==> src/rtl/punch_detector_if.sv <==
// punch_detector_if: groups the per-frame glove position bus and the punch
// result bus of punch_detector.
//
// Signals
//   frame_valid          one-cycle strobe, glob_* valid this cycle
//   glob_glove{1,2}{x,y} global glove coordinates in mm, unsigned
//   punch{1,2}           one-cycle punch pulse per glove
//   dir{1,2}             punch direction, 1 = +x, 0 = -x
//   speed{1,2}           peak |dx| (mm/frame) of the last punch, held
//
// Modports
//   master : frame source / game logic side (drives frame_valid, glob_*)
//   slave  : punch_detector side (drives punch*, dir*, speed*)
interface punch_detector_if #(
    parameter int DATA_W = 16
);
    logic              frame_valid;
    logic [DATA_W-1:0] glob_glove1x;
    logic [DATA_W-1:0] glob_glove1y;
    logic [DATA_W-1:0] glob_glove2x;
    logic [DATA_W-1:0] glob_glove2y;
    logic              punch1;
    logic              punch2;
    logic              dir1;
    logic              dir2;
    logic [DATA_W-1:0] speed1;
    logic [DATA_W-1:0] speed2;

    modport master (
        output frame_valid, glob_glove1x, glob_glove1y, glob_glove2x, glob_glove2y,
        input  punch1, punch2, dir1, dir2, speed1, speed2
    );

    modport slave (
        input  frame_valid, glob_glove1x, glob_glove1y, glob_glove2x, glob_glove2y,
        output punch1, punch2, dir1, dir2, speed1, speed2
    );
endinterface

==> src/rtl/punch_detector.sv <==
// punch_detector: per-glove punch detection from per-frame global glove
// positions. Each glove is tracked independently; a punch is declared when
// the forward horizontal speed |dx| stays at or above SPEED_THRESH with a
// constant sign for MIN_FRAMES consecutive frames. After a punch the glove
// ignores motion for COOLDOWN_FRAMES frames before re-arming.
//
// Ports
//   clk    system clock
//   reset  synchronous, active-high reset
//   bus    punch_detector_if.slave: frame_valid, glob_glove{1,2}{x,y} in;
//          punch{1,2}, dir{1,2}, speed{1,2} out (all outputs registered)
//
// Optional feature (compile-time macro PUNCH_HEIGHT_CHECK_EN):
//   defined   -> a frame only qualifies when Y_MIN <= y <= Y_MAX
//   undefined -> y inputs and Y_MIN/Y_MAX are ignored
module punch_detector #(
    parameter int DATA_W          = 16,
    parameter int SPEED_THRESH    = 40,
    parameter int MIN_FRAMES      = 3,
    parameter int COOLDOWN_FRAMES = 8,
    parameter int Y_MIN           = 800,
    parameter int Y_MAX           = 2000
) (
    input logic             clk,
    input logic             reset,
    punch_detector_if.slave bus
);

    localparam int RUN_W  = $clog2(MIN_FRAMES + 1);
    localparam int COOL_W = (COOLDOWN_FRAMES > 0) ? $clog2(COOLDOWN_FRAMES + 1) : 1;

    localparam logic [RUN_W-1:0]  RUN_TARGET = RUN_W'(MIN_FRAMES);
    localparam logic [RUN_W-1:0]  RUN_ONE    = RUN_W'(1);
    localparam logic [COOL_W-1:0] COOL_INIT  = COOL_W'(COOLDOWN_FRAMES);
    localparam logic [COOL_W-1:0] COOL_ONE   = COOL_W'(1);
    localparam logic [DATA_W-1:0] THRESH     = DATA_W'(SPEED_THRESH);

    typedef enum logic [1:0] {
        IDLE     = 2'd0,
        RUN      = 2'd1,
        COOLDOWN = 2'd2
    } state_t;

    // |d| of a (DATA_W+1)-bit signed difference, clamped to DATA_W bits.
    function automatic logic [DATA_W-1:0] abs_sat(input logic signed [DATA_W:0] d);
        logic [DATA_W:0] mag;
        mag = d[DATA_W] ? $unsigned(-d) : $unsigned(d);
        return mag[DATA_W] ? {DATA_W{1'b1}} : mag[DATA_W-1:0];
    endfunction

    logic [DATA_W-1:0] x_in [2];
    assign x_in[0] = bus.glob_glove1x;
    assign x_in[1] = bus.glob_glove2x;

`ifdef PUNCH_HEIGHT_CHECK_EN
    localparam logic [DATA_W-1:0] YMIN = DATA_W'(Y_MIN);
    localparam logic [DATA_W-1:0] YMAX = DATA_W'(Y_MAX);

    logic [DATA_W-1:0] y_in [2];
    assign y_in[0] = bus.glob_glove1y;
    assign y_in[1] = bus.glob_glove2y;
`else
    localparam bit unused_ybounds = (Y_MIN <= Y_MAX);
    logic [2*DATA_W-1:0] unused_y;
    assign unused_y = {bus.glob_glove1y, bus.glob_glove2y};
`endif

    // The very first frame after reset only loads the previous-x registers,
    // so no bogus dx against the reset value of 0 is ever evaluated.
    logic primed;

    always_ff @(posedge clk) begin
        if (reset) begin
            primed <= 1'b0;
        end else if (bus.frame_valid) begin
            primed <= 1'b1;
        end
    end

    for (genvar g = 0; g < 2; g++) begin : g_glove
        state_t             state, state_nxt;
        logic [DATA_W-1:0]  x_prev;
        logic [RUN_W-1:0]   run, run_nxt;
        logic [DATA_W-1:0]  peak, peak_nxt;
        logic               dir_run, dir_run_nxt;
        logic [COOL_W-1:0]  cool, cool_nxt;
        logic               fire;

        logic signed [DATA_W:0] dx_p0;
        logic [DATA_W-1:0]      mag_p0;
        logic                   pos_p0;
        logic                   height_ok_p0;
        logic                   strong_p0;

        logic               punch_p1;
        logic               dir_p1;
        logic [DATA_W-1:0]  speed_p1;

        // ---- stage p0: frame delta and qualification (combinational) ----
        assign dx_p0  = $signed({1'b0, x_in[g]}) - $signed({1'b0, x_prev});
        assign mag_p0 = abs_sat(dx_p0);
        assign pos_p0 = ~dx_p0[DATA_W];

`ifdef PUNCH_HEIGHT_CHECK_EN
        assign height_ok_p0 = (y_in[g] >= YMIN) && (y_in[g] <= YMAX);
`else
        assign height_ok_p0 = 1'b1;
`endif

        // Meets speed (and height) on this frame; the sign match against
        // the running direction is checked inside the FSM.
        assign strong_p0 = primed && height_ok_p0 && (mag_p0 >= THRESH);

        always_comb begin
            state_nxt   = state;
            run_nxt     = run;
            peak_nxt    = peak;
            dir_run_nxt = dir_run;
            cool_nxt    = cool;
            fire        = 1'b0;

            if (bus.frame_valid) begin
                case (state)
                    IDLE: begin
                        if (strong_p0) begin
                            dir_run_nxt = pos_p0;
                            run_nxt     = RUN_ONE;
                            peak_nxt    = mag_p0;
                            state_nxt   = RUN;
                        end
                    end
                    RUN: begin
                        if (strong_p0 && (pos_p0 == dir_run)) begin
                            run_nxt  = (run >= RUN_TARGET) ? RUN_TARGET : run + RUN_ONE;
                            peak_nxt = (mag_p0 > peak) ? mag_p0 : peak;
                        end else if (strong_p0) begin
                            // Fast reversal: drop the old run and start a
                            // new one in the opposite direction right away.
                            dir_run_nxt = pos_p0;
                            run_nxt     = RUN_ONE;
                            peak_nxt    = mag_p0;
                        end else begin
                            run_nxt   = '0;
                            state_nxt = IDLE;
                        end
                    end
                    COOLDOWN: begin
                        if (cool <= COOL_ONE) begin
                            cool_nxt  = '0;
                            state_nxt = IDLE;
                        end else begin
                            cool_nxt = cool - COOL_ONE;
                        end
                    end
                    default: begin
                        state_nxt = IDLE;
                    end
                endcase

                // Completion is checked on the updated run count so a run
                // started from IDLE also fires when MIN_FRAMES is 1.
                if ((state_nxt == RUN) && (run_nxt >= RUN_TARGET)) begin
                    fire      = 1'b1;
                    run_nxt   = '0;
                    cool_nxt  = COOL_INIT;
                    state_nxt = COOLDOWN;
                end
            end
        end

        // ---- stage p1: registered state and outputs ----
        always_ff @(posedge clk) begin
            if (reset) begin
                state    <= IDLE;
                x_prev   <= '0;
                run      <= '0;
                peak     <= '0;
                dir_run  <= 1'b0;
                cool     <= '0;
                punch_p1 <= 1'b0;
                dir_p1   <= 1'b0;
                speed_p1 <= '0;
            end else begin
                state    <= state_nxt;
                run      <= run_nxt;
                peak     <= peak_nxt;
                dir_run  <= dir_run_nxt;
                cool     <= cool_nxt;
                punch_p1 <= fire;
                if (bus.frame_valid) begin
                    x_prev <= x_in[g];
                end
                if (fire) begin
                    dir_p1   <= dir_run_nxt;
                    speed_p1 <= peak_nxt;
                end
            end
        end
    end

    assign bus.punch1 = g_glove[0].punch_p1;
    assign bus.punch2 = g_glove[1].punch_p1;
    assign bus.dir1   = g_glove[0].dir_p1;
    assign bus.dir2   = g_glove[1].dir_p1;
    assign bus.speed1 = g_glove[0].speed_p1;
    assign bus.speed2 = g_glove[1].speed_p1;

endmodule

==> src/flat_wrapper.sv <==
// flat-port wrapper written by rule: the top's interface ports become plain ports
module punch_detector_flat 
#(
    parameter int DATA_W          = 16,
    parameter int SPEED_THRESH    = 40,
    parameter int MIN_FRAMES      = 3,
    parameter int COOLDOWN_FRAMES = 8,
    parameter int Y_MIN           = 800,
    parameter int Y_MAX           = 2000
)
  (clk, reset, bus_frame_valid, bus_glob_glove1x, bus_glob_glove1y, bus_glob_glove2x, bus_glob_glove2y, bus_punch1, bus_punch2, bus_dir1, bus_dir2, bus_speed1, bus_speed2);
  punch_detector_if #(.DATA_W(DATA_W)) bus_i ();
  input logic clk;
  input logic reset;
  input wire logic [$bits(bus_i.frame_valid)-1:0] bus_frame_valid;
  input wire logic [$bits(bus_i.glob_glove1x)-1:0] bus_glob_glove1x;
  input wire logic [$bits(bus_i.glob_glove1y)-1:0] bus_glob_glove1y;
  input wire logic [$bits(bus_i.glob_glove2x)-1:0] bus_glob_glove2x;
  input wire logic [$bits(bus_i.glob_glove2y)-1:0] bus_glob_glove2y;
  output wire logic [$bits(bus_i.punch1)-1:0] bus_punch1;
  output wire logic [$bits(bus_i.punch2)-1:0] bus_punch2;
  output wire logic [$bits(bus_i.dir1)-1:0] bus_dir1;
  output wire logic [$bits(bus_i.dir2)-1:0] bus_dir2;
  output wire logic [$bits(bus_i.speed1)-1:0] bus_speed1;
  output wire logic [$bits(bus_i.speed2)-1:0] bus_speed2;
  assign bus_i.frame_valid = bus_frame_valid;
  assign bus_i.glob_glove1x = bus_glob_glove1x;
  assign bus_i.glob_glove1y = bus_glob_glove1y;
  assign bus_i.glob_glove2x = bus_glob_glove2x;
  assign bus_i.glob_glove2y = bus_glob_glove2y;
  assign bus_punch1 = bus_i.punch1;
  assign bus_punch2 = bus_i.punch2;
  assign bus_dir1 = bus_i.dir1;
  assign bus_dir2 = bus_i.dir2;
  assign bus_speed1 = bus_i.speed1;
  assign bus_speed2 = bus_i.speed2;
  punch_detector #(.DATA_W(DATA_W), .SPEED_THRESH(SPEED_THRESH), .MIN_FRAMES(MIN_FRAMES), .COOLDOWN_FRAMES(COOLDOWN_FRAMES), .Y_MIN(Y_MIN), .Y_MAX(Y_MAX)) u_core (.clk(clk), .reset(reset), .bus(bus_i));
endmodule
==> config.mk <==
export PLATFORM = sky130hd
export DESIGN_NAME = punch_detector_flat
export DESIGN_NICKNAME = d
export VERILOG_FILES = /design/src/rtl/punch_detector_if.sv /design/src/rtl/punch_detector.sv /design/src/flat_wrapper.sv
export SDC_FILE = /design/constraint.sdc
export NUM_CORES = 1
export LEC_CHECK = 0
export BUFFER_PORTS_ARGS = -buffer_cell sky130_fd_sc_hd__buf_2
export CAP_MARGIN = 5
export CORE_MARGIN = 5
export CORE_UTILIZATION = 55
export CTS_BUF_LIST = sky130_fd_sc_hd__clkbuf_4 sky130_fd_sc_hd__clkbuf_8
export CTS_CLUSTER_SIZE = 25
export DETAILED_ROUTE_END_ITERATION = 16
export HOLD_SLACK_MARGIN = 0.12
export PLACE_DENSITY = 0.76
export SYNTH_ARGS = -nofsm -noshare
export SYNTH_HDL_FRONTEND = slang
export SYNTH_SLANG_ARGS = --single-unit
==> constraint.sdc <==
create_clock -name clk -period 12.9 [get_ports clk]
set_input_delay 1.29 -clock clk [delete_from_list [all_inputs] [get_ports clk]]
set_output_delay 1.29 -clock clk [all_outputs]
set_load 0.01 [all_outputs]
== Word-level counts from Yosys, hierarchy flattened ==
Index checks and enable logic that the tools add are counted.

* Logic and storage cells: 119
* Latch bits: 0
* RAM bits: 0
* Output and inout port bits: 36
* Register bits after elaboration: 119
* Memories kept: 0
* Bits in read-only memories: 0

* $add $sub $neg: 8
* Muxes and demuxes: 60
* Divide/modulo/power cells: 0
* Shifts and indexed selects: 0
* Bitwise gates (word level): 2
* Equal/unequal tests: 8
* Multiply operators: 0
* Reduce and logical (&&, ||, !) cells: 12
* $lt $le $gt $ge: 10

{| class="wikitable"
|+ Operators with widths
! operator !! count
|-
| two-way mux 16 bit || 10
|-
| one-hot mux 16 bit (2 select lines) || 2
|-
| two-way mux 2 bit || 22
|-
| two-way mux 17 bit || 2
|-
| negator 17 bit || 2
|-
| subtractor 16 x 16 -> 17 bit || 2
|-
| greater-or-equal comparator 16 x 6 -> 1 bit (second input constant) || 2
|-
| greater-than comparator 16 bit || 2
|-
| two-way mux 4 bit || 6
|-
| two-way mux 1 bit || 12
|-
| one-hot mux 2 bit (3 select lines) || 2
|-
| equality test 2 x 1 -> 1 bit (second input constant) || 4
|-
| greater-or-equal comparator 2 bit (second input constant) || 4
|-
| less-or-equal comparator 4 x 1 -> 1 bit (second input constant) || 2
|-
| one-hot mux 2 bit (2 select lines) || 2
|-
| subtractor 4 x 1 -> 4 bit (second input constant) || 2
|-
| logical AND 1 bit || 6
|-
| adder 2 x 1 -> 2 bit (second input constant) || 2
|-
| equality test 2 bit (second input constant) || 2
|-
| zero test 2 bit || 2
|-
| one-hot mux 1 bit (2 select lines) || 2
|-
| AND reduction 2 bit || 2
|-
| nonzero test 2 bit || 2
|-
| equality test 1 bit || 2
|-
| NOT 1 bit || 2
|}

== Longest topological paths before layout ==
* Depth after elaboration: 14
* Mapped depth: 29

== Worst setup path after synthesis ==
OpenSTA, ideal clock, no wires.

* Path kind: input to register
* From: input port bus_glob_glove1x[0]
* To: register u_core.g_glove[0].speed_p1[12] (netlist: u_core.bus.speed1[12])
* Buffers on the path: 3
* Path slack: 6,395 ps
* Data arrival time: 6,381 ps
* Stages on the path: 29
* Library setup time: 124 ps
* Cell sequence: inv_1 ha_1 fa_1 nand2b_2 a21oi_1 xnor2_2 o211ai_2 nor4_4 nand4_4 or2_2 clkbuf_1 nand2_1 nand2_1 a22oi_1 ha_1 nand3_1 o22ai_1 o21a_1 o21a_1 o21a_1 o21a_1 o21ai_0 o211ai_1 a21o_1 and3_1 buf_6 buf_12 mux2i_1 o22ai_1

* Longest elaborated chain between the ends: 14
* Elaborated cells between the ends (all ways): 30

{| class="wikitable"
|+ RTL lines
! what !! RTL line !! text
|-
| from (decl) || flat_wrapper.sv:16 || <nowiki>input wire logic [$bits(bus_i.glob_glove1x)-1:0] bus_glob_glove1x;</nowiki>
|-
| subtractor 16 x 16 -> 17 bit * || punch_detector.sv:100 || <nowiki>assign dx_p0 = $signed({1'b0, x_in[g]}) - $signed({1'b0, x_prev});</nowiki>
|-
| negator 17 bit || punch_detector.sv:47 || <nowiki>mag = d[DATA_W] ? $unsigned(-d) : $unsigned(d);</nowiki>
|-
| two-way mux 17 bit || punch_detector.sv:47 ||
|-
| two-way mux 16 bit || punch_detector.sv:48 || <nowiki>return mag[DATA_W] ? {DATA_W{1'b1}} : mag[DATA_W-1:0];</nowiki>
|-
| greater-or-equal comparator 16 x 6 -> 1 bit || punch_detector.sv:112 || <nowiki>assign strong_p0 = primed && height_ok_p0 && (mag_p0 >= THRESH);</nowiki>
|-
| logical AND 1 bit || punch_detector.sv:112 ||
|-
| two-way mux 1 bit, or another cell as far along || punch_detector.sv:136 || <nowiki>end else if (strong_p0) begin</nowiki>
|-
| two-way mux 2 bit || punch_detector.sv:133 || <nowiki>if (strong_p0 && (pos_p0 == dir_run)) begin</nowiki>
|-
| one-hot mux 2 bit (2 select lines) / one-hot mux 2 bit (3 select lines) (equally long branches) || punch_detector.sv:123 || <nowiki>case (state)</nowiki>
|-
| two-way mux 2 bit || punch_detector.sv:122 || <nowiki>if (bus.frame_valid) begin</nowiki>
|-
| greater-or-equal comparator 2 bit / equality test 2 x 1 -> 1 bit (equally long branches) || punch_detector.sv:162 || <nowiki>if ((state_nxt == RUN) && (run_nxt >= RUN_TARGET)) begin</nowiki>
|-
| logical AND 1 bit || punch_detector.sv:162 ||
|-
| two-way mux 1 bit || punch_detector.sv:162 ||
|-
| two-way mux 1 bit || punch_detector.sv:122 ||
|-
| to (signal assigned) || punch_detector.sv:195 || <nowiki>speed_p1 <= peak_nxt;</nowiki>
|-
| to (decl) || punch_detector.sv:97 || <nowiki>logic [DATA_W-1:0] speed_p1;</nowiki>
|}

Every way passes the cells marked *; elsewhere a longest branch is shown, timed or not. The select of a mux whose other input is x is not followed.
A chain may end at the register's enable or synchronous reset.

== Final worst setup path ==
* From: input port bus_glob_glove1x[0]
* To: register u_core.g_glove[0].speed_p1[0] (netlist: u_core.bus.speed1[0])

Same word-level chain as after synthesis.

==> results by group <==
Yosys
  – Async set-or-reset flop fraction in the synthesized netlist: 0%
  – Simple-gate share of the synthesized area: 22.3%
  – Total of flip-flops plus latches after synthesis: about 120
  – Synthesis Warnings: 0
  – Net count of the mapped netlist: 1274
  – Area share of fa/ha/maj cells after synthesis: 10.1%
  – Post-synthesis mux area share: under 10%
  – Dominant synthesized flop cell: dfxtp_1
  – Netlist area before placement: 9030 um^2
  – Cell type with the largest total area after synthesis: dfxtp_1
  – Number of enable flip-flop cells after synthesis: 0
  – Largest cells by area after synthesis: dfxtp_1, ha_1, mux2i_1, nor2_1, a21oi_1
  – Synthesized area per cell: 7.96 um^2
  – Sequential-to-total area share from yosys stat: between 20% and 30%
  – Complex-gate fraction of the synthesized area: roughly a quarter
  – Dominant combinational cell family by area after synthesis: compound AO/OA/AOI/OAI gates
  – Cell count after synthesis: between 1000 and 1500
  – Share of Yosys cell area claimed by the top area cell type: about a quarter
  – Library cells used by synthesis: 106
  – XOR/XNOR Fraction of Synth Area: under 10%

Critical path
  – Crit path max fanout: 14
  – R2R setup slack: roughly 6500 ps
  – Stages on the worst setup path: 26
  – CP endpoint kind: flop
  – Launch point of the critical path: bus_glob_glove1x[0]
  – Cell type of the slowest stage on the worst timing path: fa_1
  – End point of the critical path: u_core.bus.speed1[0]
  – Data required, critical path: 13210 ps
  – Reg-to-Reg Start: u_core.g_glove[0].x_prev[0]
  – Cell repeated most along the worst path: o21a_1
  – Classification of the worst setup path: in -> reg
  – Worst-case reg-to-reg path depth: 24
  – Worst Setup Start Kind: primary input
  – Top cell family by delay on the critical path: compound AO/OA/AOI/OAI gates
  – Largest incremental delay on the critical path: approximately 490 ps
  – Crit path buffers/inverters: 2
  – Terminus of the critical flop-to-flop path: u_core.bus.speed1[0]
  – Critical Path AT: roughly 7400 ps

Place
  – Number of cells after detailed placement: ~1400
  – Routability-driven placement congestion ratio: a little over 0.9
  – I/O Buffers: 70
  – Post-DP HPWL: ~15 mm
  – Cell area after placement: around 9400 um^2

Final layout
  – Post-route non-filler standard cell count: 1401
  – Count of inserted antenna diode cells: 0
  – Fraction of final layout cells with drive strength greater than 1: 13.7%
  – Most common cell after layout, fill and taps aside: nor2_1
  – Layout Cell Area excl Fill: ~9800 um^2
  – Layout overhead on the synthesized area: 8.25%
  – Total Nets Final: roughly 1300
  – Top library cells by usage in the layout, fill and taps aside: nor2_1, dfxtp_1, inv_1, a21oi_1, nand2_1
  – Fillers: 1500

Pwr
  – Static leakage: between 3 and 4 nW
  – Cell area power density: around 120 nW/um^2
  – Worst supply voltage drop on vdd: 0.0655 mV

Clock tree
  – TritonCTS sink count: 119
  – CTS clock-pin slew for the worst setup and hold paths: 70 ps
  – Quantity of hold-fixing buffers added after cts: 0
  – Clock network latency to the later pin of the worst-skew pair: 440 ps
  – CTS H-Tree Depth: 4
  – Setup Fix Bufs, Post-CTS: 0
  – CTS-repair resized insts: 0
  – Maximum number of buffers from clock root to sink: 2
  – Number of buffers added by the clock tree synthesis step: 17
  – Clock root cell: clkbuf_8
  – CTS tree: yes

STA
  – Worst max-slew margin expressed relative to the limit: 25.5%
  – Max-slew violation total from the final report: 0
  – RSZ-0062 raised after global routing: false
  – Final Hold Violating Endpoints: 0
  – Final-layout setup total negative slack: 0 ps
  – Max Clock Freq: roughly 140 MHz
  – Fin crit period: slightly above 7000 ps
  – Largest clock skew in the final design: between 10 and 15 ps
  – Transition time at the pin with the least slew margin: about 1100 ps
  – # setup viols final: 0
  – Portion of the clock cycle consumed by the worst path in the final layout: a little over half

GRT
  – Number of antenna violations at the first check in global routing: 0
  – Largest net degree at the start of global routing: between 80 and 90
  – Grt peak-use layer: met1
  – Number of global-route vias before repair: approximately 7500
  – Wire length of the first global-routing pass: 35.2 mm
  – Met3 routing resource usage after global routing: 4.10%
  – Met1 track demand over resource: between 30% and 40%
  – Total congestion overflow: 0
  – Met2 Use GR: between 20 and 30%
  – Global-route usage over all layers: 20.9%

Outcome
  – Status: finished clean

Route
  – First DRT Iteration DRCs: 520
  – Detailed-router iteration count before antenna repair: 5
  – Wire length per cell after detailed routing: 14.5 um
  – Count of vias placed by the detailed router: 8165
  – DR vias/cell: ~5.8
  – WL final: around 20 mm
  – DRC violations left: 0
  – Number of nets with antenna violations after routing: 0

Floorplan
  – Boundary Pins: between 100 and 150
  – Area of the die: roughly 19000 um^2
  – Vertical die dimension: ~140 um
  – Die Wd: between 100 and 150 um
  – Initial cell density of the core: a little under three fifths
  – Core Box Area: 16000 um^2
  – Cell row count: 46

Run
  – Number of max-capacitance violations reported: 0

Hold path
  – Worst min path class: reg -> reg
## sequential cells by signal, summed over array words and instances, names as in the netlist
signal,count
u_core.bus.speed1,16
u_core.g_glove.dir_run,2
u_core.primed,1
u_core.bus.dir2,1
u_core.bus.dir1,1
u_core.g_glove.run,4
u_core.g_glove.peak,32
u_core.g_glove.cool,8
u_core.bus.punch1,1
u_core.g_glove.x_prev,32
u_core.bus.speed2,16
u_core.g_glove.state,4
u_core.bus.punch2,1
## area by class of cell
| type | count | area [um^2] | share of cell area [%] |
|---|---|---|---|
| Clock buffer | 20 | 275 | 2.81 |
| Clock inverter | 9 | 78.8 | 0.806 |
| Inverter | 92 | 345 | 3.53 |
| Multi-Input combinational cell | 870 | 6040 | 61.8 |
| Sequential cell | 119 | 2380 | 24.4 |
| Tap cell | 216 | 270 | 2.76 |
| Timing Repair Buffer | 75 | 388 | 3.97 |
## layer usage
| layer | part of all wire, % | routed length [um] |
|---|---|---|
| met3 | 5.8 | 1170 |
| met2 | 40 | 8210 |
| met1 | 52 | 10600 |
| met5 | 0 | 0 |
| met4 | 1.6 | 321 |
## synth_stat cells, drive strengths merged (5+ instances only)
| cell type | n |
|---|---|
| xor2 | 8 |
| and2 | 14 |
| nand2 | 72 |
| clkbuf | 32 |
| a21oi | 90 |
| a21o | 21 |
| nand3b | 7 |
| buf | 22 |
| o2111ai | 5 |
| o21ai | 70 |
| nand2b | 6 |
| or2 | 6 |
| and3 | 16 |
| nand3 | 45 |
| or3 | 13 |
| mux2i | 64 |
| dfxtp | 119 |
| a22oi | 6 |
| o211ai | 15 |
| a211oi | 14 |
| ha | 70 |
| a31oi | 19 |
| o21a | 11 |
| nand4 | 16 |
| inv | 92 |
| nor4b | 6 |
| o22ai | 8 |
| nor2 | 126 |
| xnor2 | 18 |
| a21boi | 5 |
| nor3 | 26 |
| nor2b | 7 |
| nor4 | 11 |
## where the power goes
part           switching, mW  leakage (nW)  internal [mW]
Clock                  0.151         0.182          0.162
Sequential           0.00917         0.970          0.383
Combinational          0.257          2.83          0.167
## worst register-to-register path, delay by kind of cell (launching register included)
kind / cells / cell delay, ps
AO/OA/AOI/OAI: 13 / 2460
XOR/XNOR: 1 / 210
adder cells (fa/ha/maj): 3 / 1000
multiplexers: 1 / 420
flip-flops: 1 / 310
AND/OR/NAND/NOR: 6 / 1870
## per-stage QoR
step | setup slack, ps | total power, mW | utilization, % | hold WS (ps)
final | 5830 | 1.13 | 61.1 | 455
after CTS | 5900 | 1.14 | 61.1 | 461
after detailed placement | 5450 | 0.818 | 58.9 | 451
after global routing | 5320 | 1.21 | 61.1 | 483
after global placement | 5450 | 0.809 | 58.9 | 448
after floorplan | 6400 | 0.735 | - | 457
## worst min path at each step
stage                         startpoint                         to  cells past startpoint
2_1_floorplan  u_core.g_glove[1].cool[1]  u_core.g_glove[1].cool[1]                      2
3_3_place_gp       u_core.bus.speed2[10]      u_core.bus.speed2[10]                      2
3_5_place_dp        u_core.bus.speed2[9]       u_core.bus.speed2[9]                      2
4_1_cts             u_core.bus.speed2[9]       u_core.bus.speed2[9]                      2
5_1_grt             u_core.bus.speed2[1]       u_core.bus.speed2[1]                      2
6_report            u_core.bus.speed2[9]       u_core.bus.speed2[9]                      2
## cells by family (layout without fill, tap and decap cells)
| logic type | after synthesis | count (layout) |
|---|---|---|
| flip-flops | 119 | 119 |
| AND/OR/NAND/NOR | 387 | 387 |
| multiplexers | 68 | 68 |
| buffers and inverters | 146 | 196 |
| adder cells (fa/ha/maj) | 72 | 72 |
| XOR/XNOR | 26 | 26 |
| AO/OA/AOI/OAI | 317 | 317 |
(Power assumes the default switching activity.)
